===== src/rtl/demux1to4_stream.sv =====
// 1-to-4 valid/ready stream demux with a one-word holding slot per channel.
// Define DEMUX1TO4_CNT_EN to add per-channel delivered-word counters on cnt.
module demux1to4_stream #(
  parameter int N  = 32,
  parameter int CW = 16
) (
  input  logic            clk,
  input  logic            rst_n,
  input  logic            in_valid,
  output logic            in_ready,
  input  logic [N-1:0]    in_data,
  input  logic [1:0]      in_sel,
  output logic [3:0]      out_valid,
  input  logic [3:0]      out_ready,
  output logic [4*N-1:0]  out_data
`ifdef DEMUX1TO4_CNT_EN
  ,
  output logic [4*CW-1:0] cnt
`endif
);

  logic [3:0]         valid_q;
  logic [3:0]         valid_d;
  logic [3:0][N-1:0]  data_q;
  logic [3:0][N-1:0]  data_d;
  logic [3:0]         fill;
  logic [3:0]         drain;
  logic               accept;

  assign in_ready = !valid_q[in_sel] || out_ready[in_sel];
  assign accept   = in_valid && in_ready;

  // A slot drained and refilled on one edge stays full: no bubble.
  always_comb begin
    fill    = '0;
    drain   = valid_q & out_ready;
    valid_d = valid_q;
    data_d  = data_q;
    if (accept) begin
      fill[in_sel] = 1'b1;
    end
    for (int k = 0; k < 4; k++) begin
      valid_d[k] = fill[k] || (valid_q[k] && !drain[k]);
      if (fill[k]) begin
        data_d[k] = in_data;
      end
    end
  end

  always_ff @(posedge clk or negedge rst_n) begin
    if (!rst_n) begin
      valid_q <= '0;
      data_q  <= '0;
    end else begin
      valid_q <= valid_d;
      data_q  <= data_d;
    end
  end

  assign out_valid = valid_q;
  assign out_data  = data_q;

`ifdef DEMUX1TO4_CNT_EN
  logic [3:0][CW-1:0] cnt_q;
  logic [3:0][CW-1:0] cnt_d;

  always_comb begin
    cnt_d = cnt_q;
    for (int k = 0; k < 4; k++) begin
      if (drain[k]) begin
        cnt_d[k] = cnt_q[k] + CW'(1);
      end
    end
  end

  always_ff @(posedge clk or negedge rst_n) begin
    if (!rst_n) begin
      cnt_q <= '0;
    end else begin
      cnt_q <= cnt_d;
    end
  end

  assign cnt = cnt_q;
`endif

endmodule


===== config.mk =====
export PLATFORM = sky130hd
export DESIGN_NAME = demux1to4_stream
export DESIGN_NICKNAME = d
export VERILOG_FILES = /design/src/rtl/demux1to4_stream.sv
export SDC_FILE = /design/constraint.sdc
export NUM_CORES = 1
export LEC_CHECK = 0
export CORE_ASPECT_RATIO = 1.5
export CORE_UTILIZATION = 37
export CTS_CLUSTER_SIZE = 30
export DETAILED_ROUTE_END_ITERATION = 6
export GPL_TIMING_DRIVEN = 0
export PLACE_DENSITY = 0.67
export SETUP_SLACK_MARGIN = 0.02
export SLEW_MARGIN = 20
export SYNTH_ARGS = -nofsm -noshare
export SYNTH_HDL_FRONTEND = slang
export SYNTH_SLANG_ARGS = --single-unit

===== constraint.sdc =====
create_clock -name clk -period 1.7 [get_ports clk]
set_input_delay 0.255 -clock clk [delete_from_list [all_inputs] [get_ports clk]]
set_output_delay 0.255 -clock clk [all_outputs]
set_load 0.05 [all_outputs]

Word-level counts from Yosys, hierarchy flattened
Index checks and enable logic that the tools add are counted.

cells by class
  order comparisons = 2
  muxes and demuxes = 7
  bitwise gates (word level) = 1
  reductions and logical operators = 16

operators with widths
  kind                number
  $logic_and 1x1->1   6
  $logic_not 1->1     5
  $logic_or 1x1->1    5
  $and 4x4->4         1
  $bmux 1 s2          2
  $mux 4              1
  $lt 2x3->1 const B  1
  $mux 1              3
  $demux 1 s2         1
  $ge 2x1->1 const B  1

storage, ports and cells
  register bits after elaboration = 132
  bits of input ports = 41
  output and inout bits = 133
  logic and storage cells = 31

Depth between registers and ports, before layout
Gate-level depths: netlist of run 1.

  depth after elaboration = 7
  mapped depth = 6
  depth with buffers taken out = 3

Worst setup path before layout of run 1
OpenSTA, ideal clock, no wires.

  kind = reg2reg
  start point = reg valid_q[2] (netlist: out_valid[2])
  end point = reg data_q (netlist bit out_data[65])
  setup time = 0.125 ns
  arrival time = 1.528 ns
  data required time = 1.575 ns
  path slack = 0.047 ns
  stages on the path, launching flop included = 5
  path buffers = 1
  period minus slack after synthesis = 1.653 ns
  path through = dfrtp_1 > nand2b_1 > nor3b_4 > buf_6 > mux2_2

on the way
  cells in the longest elaborated chain, start to end = 6

RTL lines
  item                          RTL line  text
  from (decl)                   22        logic [3:0] valid_q;
  from (signal assigned)        55        valid_q <= valid_d;
  $bmux 1 s2                    30        assign in_ready = !valid_q[in_sel] || out_ready[in_sel];
  $mux 1 (implied by the code)  30
  $logic_not 1->1               30
  $logic_or 1x1->1              30
  $logic_and 1x1->1             31        assign accept = in_valid && in_ready;
  $mux 4                        39        if (accept) begin
  to (signal assigned)          56        data_q <= data_d;
  to (decl)                     24        logic [3:0][N-1:0] data_q;

Every way passes these cells. The select of a mux whose other input is x is not followed.
A chain may end at the register's enable or synchronous reset.

Final worst setup path of run 1
  start point = reg valid_q[2] (netlist: out_valid[2])
  end point = out in_ready

on the way
  cells in the longest elaborated chain, start to end = 4

RTL lines
  item                          RTL line  text
  $bmux 1 s2                    30
  $mux 1 (implied by the code)  30
  $logic_not 1->1               30
  $logic_or 1x1->1              30
  to (decl)                     10        output logic in_ready,

Every way passes these cells. The select of a mux whose other input is x is not followed.

==> impl_metrics.json, run 1 <==
{
  "vias": 3200,
  "cts_htree_levels": 4,
  "synth.top_cell.area_share_pct": 66.1,
  "cts.sinks": 132,
  "switching_share_pct": 36.7,
  "synth-simple-area-share_pct": 1.93,
  "synth_top_family_by_area": "multiplexers",
  "rows": 51,
  "fin_skew_ps": 5.31,
  "fmaxAchievable_ghz": 0.563,
  "ant_nets": 0,
  "ir_drop_mv": 0.804,
  "synth_nets": 333,
  "routed_wl_mm": 11.9,
  "required_ps": 1440,
  "rrSetupSlack_ps": 90,
  "initial_utilization_pct": 38.2,
  "synthMuxAreaShare_pct": 29.3,
  "synth_compound_gate_area_share_pct": 0.100,
  "violations": "setup timing",
  "rsz0062_at_grt": "yes",
  "met2_usage_pct": 31.7,
  "path_clk_slew_ps": 60,
  "seq_power_share_pct": 32.2,
  "p_clk_share_pct": 34.3,
  "critPathMaxFanout": 2,
  "hold_class": "primary input to register",
  "gr-max-usage-layer": "met2",
  "worst-setup-path-type": "register to output pin",
  "synthAdderAreaFrac_pct": 0,
  "die_area_um2": 14000,
  "worst_slew_pin_slew_ps": 564,
  "powerDensity_nw_per_um2": 1670,
  "synth_commonest_cells": "132 x dfrtp_1, 124 x mux2_2, 9 x buf_6, 5 x buf_2, 5 x nand2_1",
  "run_status": "finished, violations left",
  "min_path_cells": 3,
  "num_antenna_cells": 0,
  "final_hold_viol_count": 0,
  "dr.pass1.iters": 3,
  "start_kind": "register",
  "drv_slew": 0,
  "num-nets-final": 536,
  "vias_per_cell": 4.80,
  "synth_area_um2": 5000,
  "grt_usage_pct": 18.0,
  "worst_slack_ps": -77.6,
  "ys_top_cells_by_area": "dfrtp_1 66%, mux2_2 28%, buf_6 2.0%, mux2_1 0.90%, buf_2 0.50%",
  "worstSetupEndpointType": "output pin",
  "io_buffers": 172,
  "arrival_ps": 1520,
  "numCtsBuffers": 17,
  "finalWeightedCongestion": 0.730,
  "syn-mean-instance-area_um2": 17.1,
  "pin_count": 174,
  "min_to": "out_valid[1]",
  "root_buffer": "clkbuf_16",
  "synthFlopType": "dfrtp_1",
  "fin_crit_sh_pct": 105,
  "synth.most_common_cell": "dfrtp_1",
  "grt.met3_usage_pct": 5.90,
  "drtIter0Drc": 55,
  "drive_above_1_share_pct": 36.8,
  "coreArea_um2": 13100,
  "die_x_um": 96.9,
  "drv_cap": 0,
  "final_util_pct": 58.1,
  "synth_edf_count": 0,
  "r2r_cells": 6,
  "setup_violations": 1,
  "ys_warn_count": 0,
  "ys_ff_latch": 132,
  "route.detailed.drc": 0,
  "routedWlPerCell_um": 17.8,
  "syn_to_final_growth_pct": 52.1,
  "grt_first_pass_wirelength_mm": 19.3,
  "grt_max_degree": 78,
  "leakagePower_nw": 3.50,
  "synth_seq_area_share_pct": 66.1,
  "clock_latency_ps": 400,
  "r2r_start": "out_valid[3]",
  "dp_slack_ps": -585,
  "hpwl_mm": 8.37,
  "clockBufferDepth": 2,
  "grt_antenna_before_repair": 0,
  "cts_tree": "built",
  "synth-xor-area-share_pct": 0,
  "synth_top_area_cell": "dfrtp_1",
  "final.min_clock_period_ps": 1780,
  "relSlewSlack_pct": 62.6,
  "overflow": 0,
  "power.internal_w": 0.00805,
  "grt_util_met1_pct": 19.8,
  "switching_power_w": 0.00466,
  "synthArstFlopShare_pct": 100,
  "power_frac_comb_pct": 33.5,
  "ys_types": 16,
  "grt_pass1_vias": 3542,
  "synthCells": 292,
  "regToRegEndpoint": "out_data[113]",
  "die_h_um": 144,
  "min_from": "in_sel[0]"
}
area by class of cell:
cell class                 count  area, um2
clock inverter                12        248
fill                        1069       5480
clock buffer                  20        467
sequential                   132       3300
timing repair buffer         184       1680
buffer                        15        144
tap                          159        199
multi-input combinational    145       1570
layer usage:
layer | up-vias | wire length, um
met5 | - | 0
met4 | 0 | 247
met3 | 19 | 673
met2 | 115 | 6380
met1 | 1626 | 4590
li1 | 1440 | -
flip-flops by register name, indices dropped and copies added (netlist names):
signal	count
out_data	128
out_valid	4
critical path, cell delays in order, from the launching register on:
cell,delay [ps]
dfrtp_1,360
nand2b_1,90
mux4_2,500
buf_8,170
how the worst max path moves through the flow:
stage	start	end	slack, ps	depth (start not counted)
final	out_valid[2]	in_ready	-80	3
after global routing	out_valid[2]	in_ready	-120	3
after CTS	out_valid[0]	in_ready	-100	3
after detailed placement	out_ready[0]	in_ready	-590	4
after global placement	rst_n	out_data[20]	-4670	1
after floorplan	out_valid[2]	out_data[65]	50	4
kinds of logic after synthesis:
kind of cell / Yosys count
compound gates: 1
buf+inv: 15
flops: 132
mux: 129
simple gates: 15
metrics by stage:
step	hold slack [ps]	total power [W]	cells	instance area (um2)	TNS (ps)
2_1_floorplan	-40.6	0.00715	292	5000	0
3_3_place_gp	471	0.00884	623	6920	-653520
3_5_place_dp	204	0.00892	624	6950	-42680
4_1_cts	135	0.0128	657	7510	-103
5_1_grt	167	0.0132	667	7600	-170
6_report	165	0.0127	667	7600	-77.6
placed cells by master, fill, tap and decap left out:
master	instances
and3_1	1
buf_16	1
buf_2	1
buf_4	12
buf_6	9
buf_8	2
bufinv_16	7
clkbuf_16	17
clkbuf_4	3
clkbuf_8	3
clkdlybuf4s50_1	38
clkinv_2	1
clkinv_4	1
clkinvlp_4	2
dfrtp_1	132
dlygate4sd2_1	132
dlygate4sd3_1	1
inv_6	1
mux2_1	4
mux2_2	124
mux4_2	1
nand2_1	5
nand2b_1	4
nand3_1	1
nand3b_1	1
nor2b_1	1
nor2b_2	1
nor3b_4	1
o21ai_0	1
power by group through the flow:
stage | registers, W | clock network, W | logic [W]
floorplan | 0.00648 | 0 | 0.000668
global placement | 0.00416 | 0 | 0.00468
detailed placement | 0.00419 | 0 | 0.00473
CTS | 0.00411 | 0.00444 | 0.00428
global route | 0.00420 | 0.00459 | 0.00442
finish | 0.00410 | 0.00436 | 0.00425
what timing repair did:
item / in CTS / in global routing
hold buffers: 1 / 0
pin swaps: 0 / 0
gates resized for setup: 139 / 9
hold endpoints to repair: 55 / 0
setup endpoints to repair: 133 / 61
buffers inserted: 0 / 10
Power figures use the tool's default switching activity.
==> run 2: changes to the inputs <==
==> constraint.sdc (replaced) <==
create_clock -name clk -period 1.7 [get_ports clk]
set_input_delay 0.255 -clock clk [delete_from_list [all_inputs] [get_ports clk]]
set_output_delay 0.255 -clock clk [all_outputs]
set_load 0.01 [all_outputs]
==> impl_metrics.json, run 2 (same netlist as run 1, synthesis figures left out) <==
{
  "numCtsBuffers": 17,
  "die_x_um": 96.9,
  "met2_usage_pct": 31.5,
  "rrSetupSlack_ps": 130,
  "violations": "setup timing",
  "worst_slack_ps": -30.9,
  "worstSetupEndpointType": "output pin",
  "die_h_um": 144,
  "endpoint": "in_ready",
  "hpwl_mm": 8.37,
  "grt_util_met1_pct": 20.0,
  "fin_crit_sh_pct": 102,
  "path_clk_slew_ps": 60,
  "worst_slew_pin_slew_ps": 436,
  "r2r_start": "out_valid[3]",
  "routed_wl_mm": 11.9,
  "grt.met3_usage_pct": 5.85,
  "cts_tree": "built",
  "leakagePower_nw": 3.27,
  "arrival_ps": 1480,
  "routedWlPerCell_um": 17.9,
  "overflow": 0,
  "ir_drop_mv": 0.760,
  "start_kind": "register",
  "ant_nets": 0,
  "critPathMaxFanout": 3,
  "grt_max_degree": 78,
  "route.detailed.drc": 0,
  "dr.pass1.iters": 4,
  "finalWeightedCongestion": 0.730,
  "rsz0062_at_grt": "yes",
  "grt_usage_pct": 18.0,
  "grt_antenna_before_repair": 0,
  "cp-startpoint": "out_valid[2]",
  "rows": 51,
  "fin_skew_ps": 4.34,
  "power_w": 0.0112,
  "largest_register_ffs": 128,
  "clock_latency_ps": 400,
  "regToRegEndpoint": "out_data[113]",
  "relSlewSlack_pct": 70.9,
  "num-nets-final": 533,
  "hold_class": "primary input to register",
  "vias_per_cell": 4.83,
  "clockBufferDepth": 2,
  "initial_utilization_pct": 38.2,
  "num_antenna_cells": 0,
  "holdWs_ps": 158,
  "cts_htree_levels": 4,
  "fmaxAchievable_ghz": 0.578,
  "coreArea_um2": 13100,
  "layout_common_cells": "170 x clkdlybuf4s50_1, 132 x dfrtp_1, 124 x mux2_2",
  "r2r_cells": 6,
  "drive_above_1_share_pct": 36.4,
  "cts.sinks": 132,
  "drtIter0Drc": 56,
  "vias": 3206,
  "pin_count": 174,
  "syn_to_final_growth_pct": 55.1,
  "root_buffer": "clkbuf_16",
  "layout_commonest_cell": "clkdlybuf4s50_1",
  "final.min_clock_period_ps": 1730,
  "drv_slew": 0,
  "worst-setup-path-type": "register to output pin",
  "powerDensity_nw_per_um2": 1440,
  "drv_cap": 0,
  "setup_violations": 1,
  "required_ps": 1440,
  "final_hold_viol_count": 0,
  "grt_first_pass_wirelength_mm": 19.3,
  "gr-max-usage-layer": "met2",
  "grt_pass1_vias": 3566,
  "die_area_um2": 14000,
  "run_status": "finished, violations left",
  "io_buffers": 172
}
==> run 2: metal layers <==
| metal | routed length, um | vias up |
|---|---|---|
| li1 | - | 1435 |
| met1 | 4560 | 1635 |
| met2 | 6360 | 116 |
| met3 | 652 | 20 |
| met4 | 299 | 0 |
| met5 | 0 | - |
==> run 2: area by class of cell <==
class                   count  area (um2)
fillers                  1012        5330
clock inverters            12         248
well taps                 159         199
repair buffers            181        1820
clock buffers              20         467
flip-flops and latches    132        3300
multi-input cells         145        1570
plain buffers              15         155
==> run 2: timing repair <==
item / 4_1_cts / 5_1_grt
setup buffers: 1 / 6
hold endpoints to repair: 55 / 0
resized for setup: 8 / 7
endpoints found under the setup margin: 1 / 60
hold buffers: 1 / 0
==> run 2: worst max-delay path, cell delays in order, from the launching register on <==
cell and delay, ps:
dfrtp_1 360, nand2b_1 90, mux4_2 480, buf_6 140
==> run 2: through the flow <==
stage	cells	setup TNS [ps]	instance area [um2]	utilization, %	setup slack, ps
after floorplan	292	0	5000	-	276
after global placement	623	-653300	6920	52.9	-4670
after detailed placement	624	-42460	6950	53.2	-393
after CTS	658	-56.6	7690	58.8	-56.6
after global routing	664	-97.6	7750	59.3	-97.6
final	664	-30.9	7750	59.3	-30.9
==> run 2: how the worst min path moves through the flow <==
stage	startpoint	endpoint	slack [ps]	depth (start not counted)
floorplan	rst_n	out_data[0]	-40	0
global route	in_sel[0]	out_valid[1]	170	3
global placement	out_data[69]	out_data[69]	470	1
CTS	in_sel[0]	out_valid[1]	140	3
finish	in_sel[0]	out_valid[1]	160	3
detailed placement	rst_n	out_valid[3]	200	1
==> run 2: report_power, final <==
group	switching (W)	internal, W
registers	0.000332	0.00380
logic	0.000969	0.00170
clock network	0.00133	0.00302
total	0.00263	0.00852
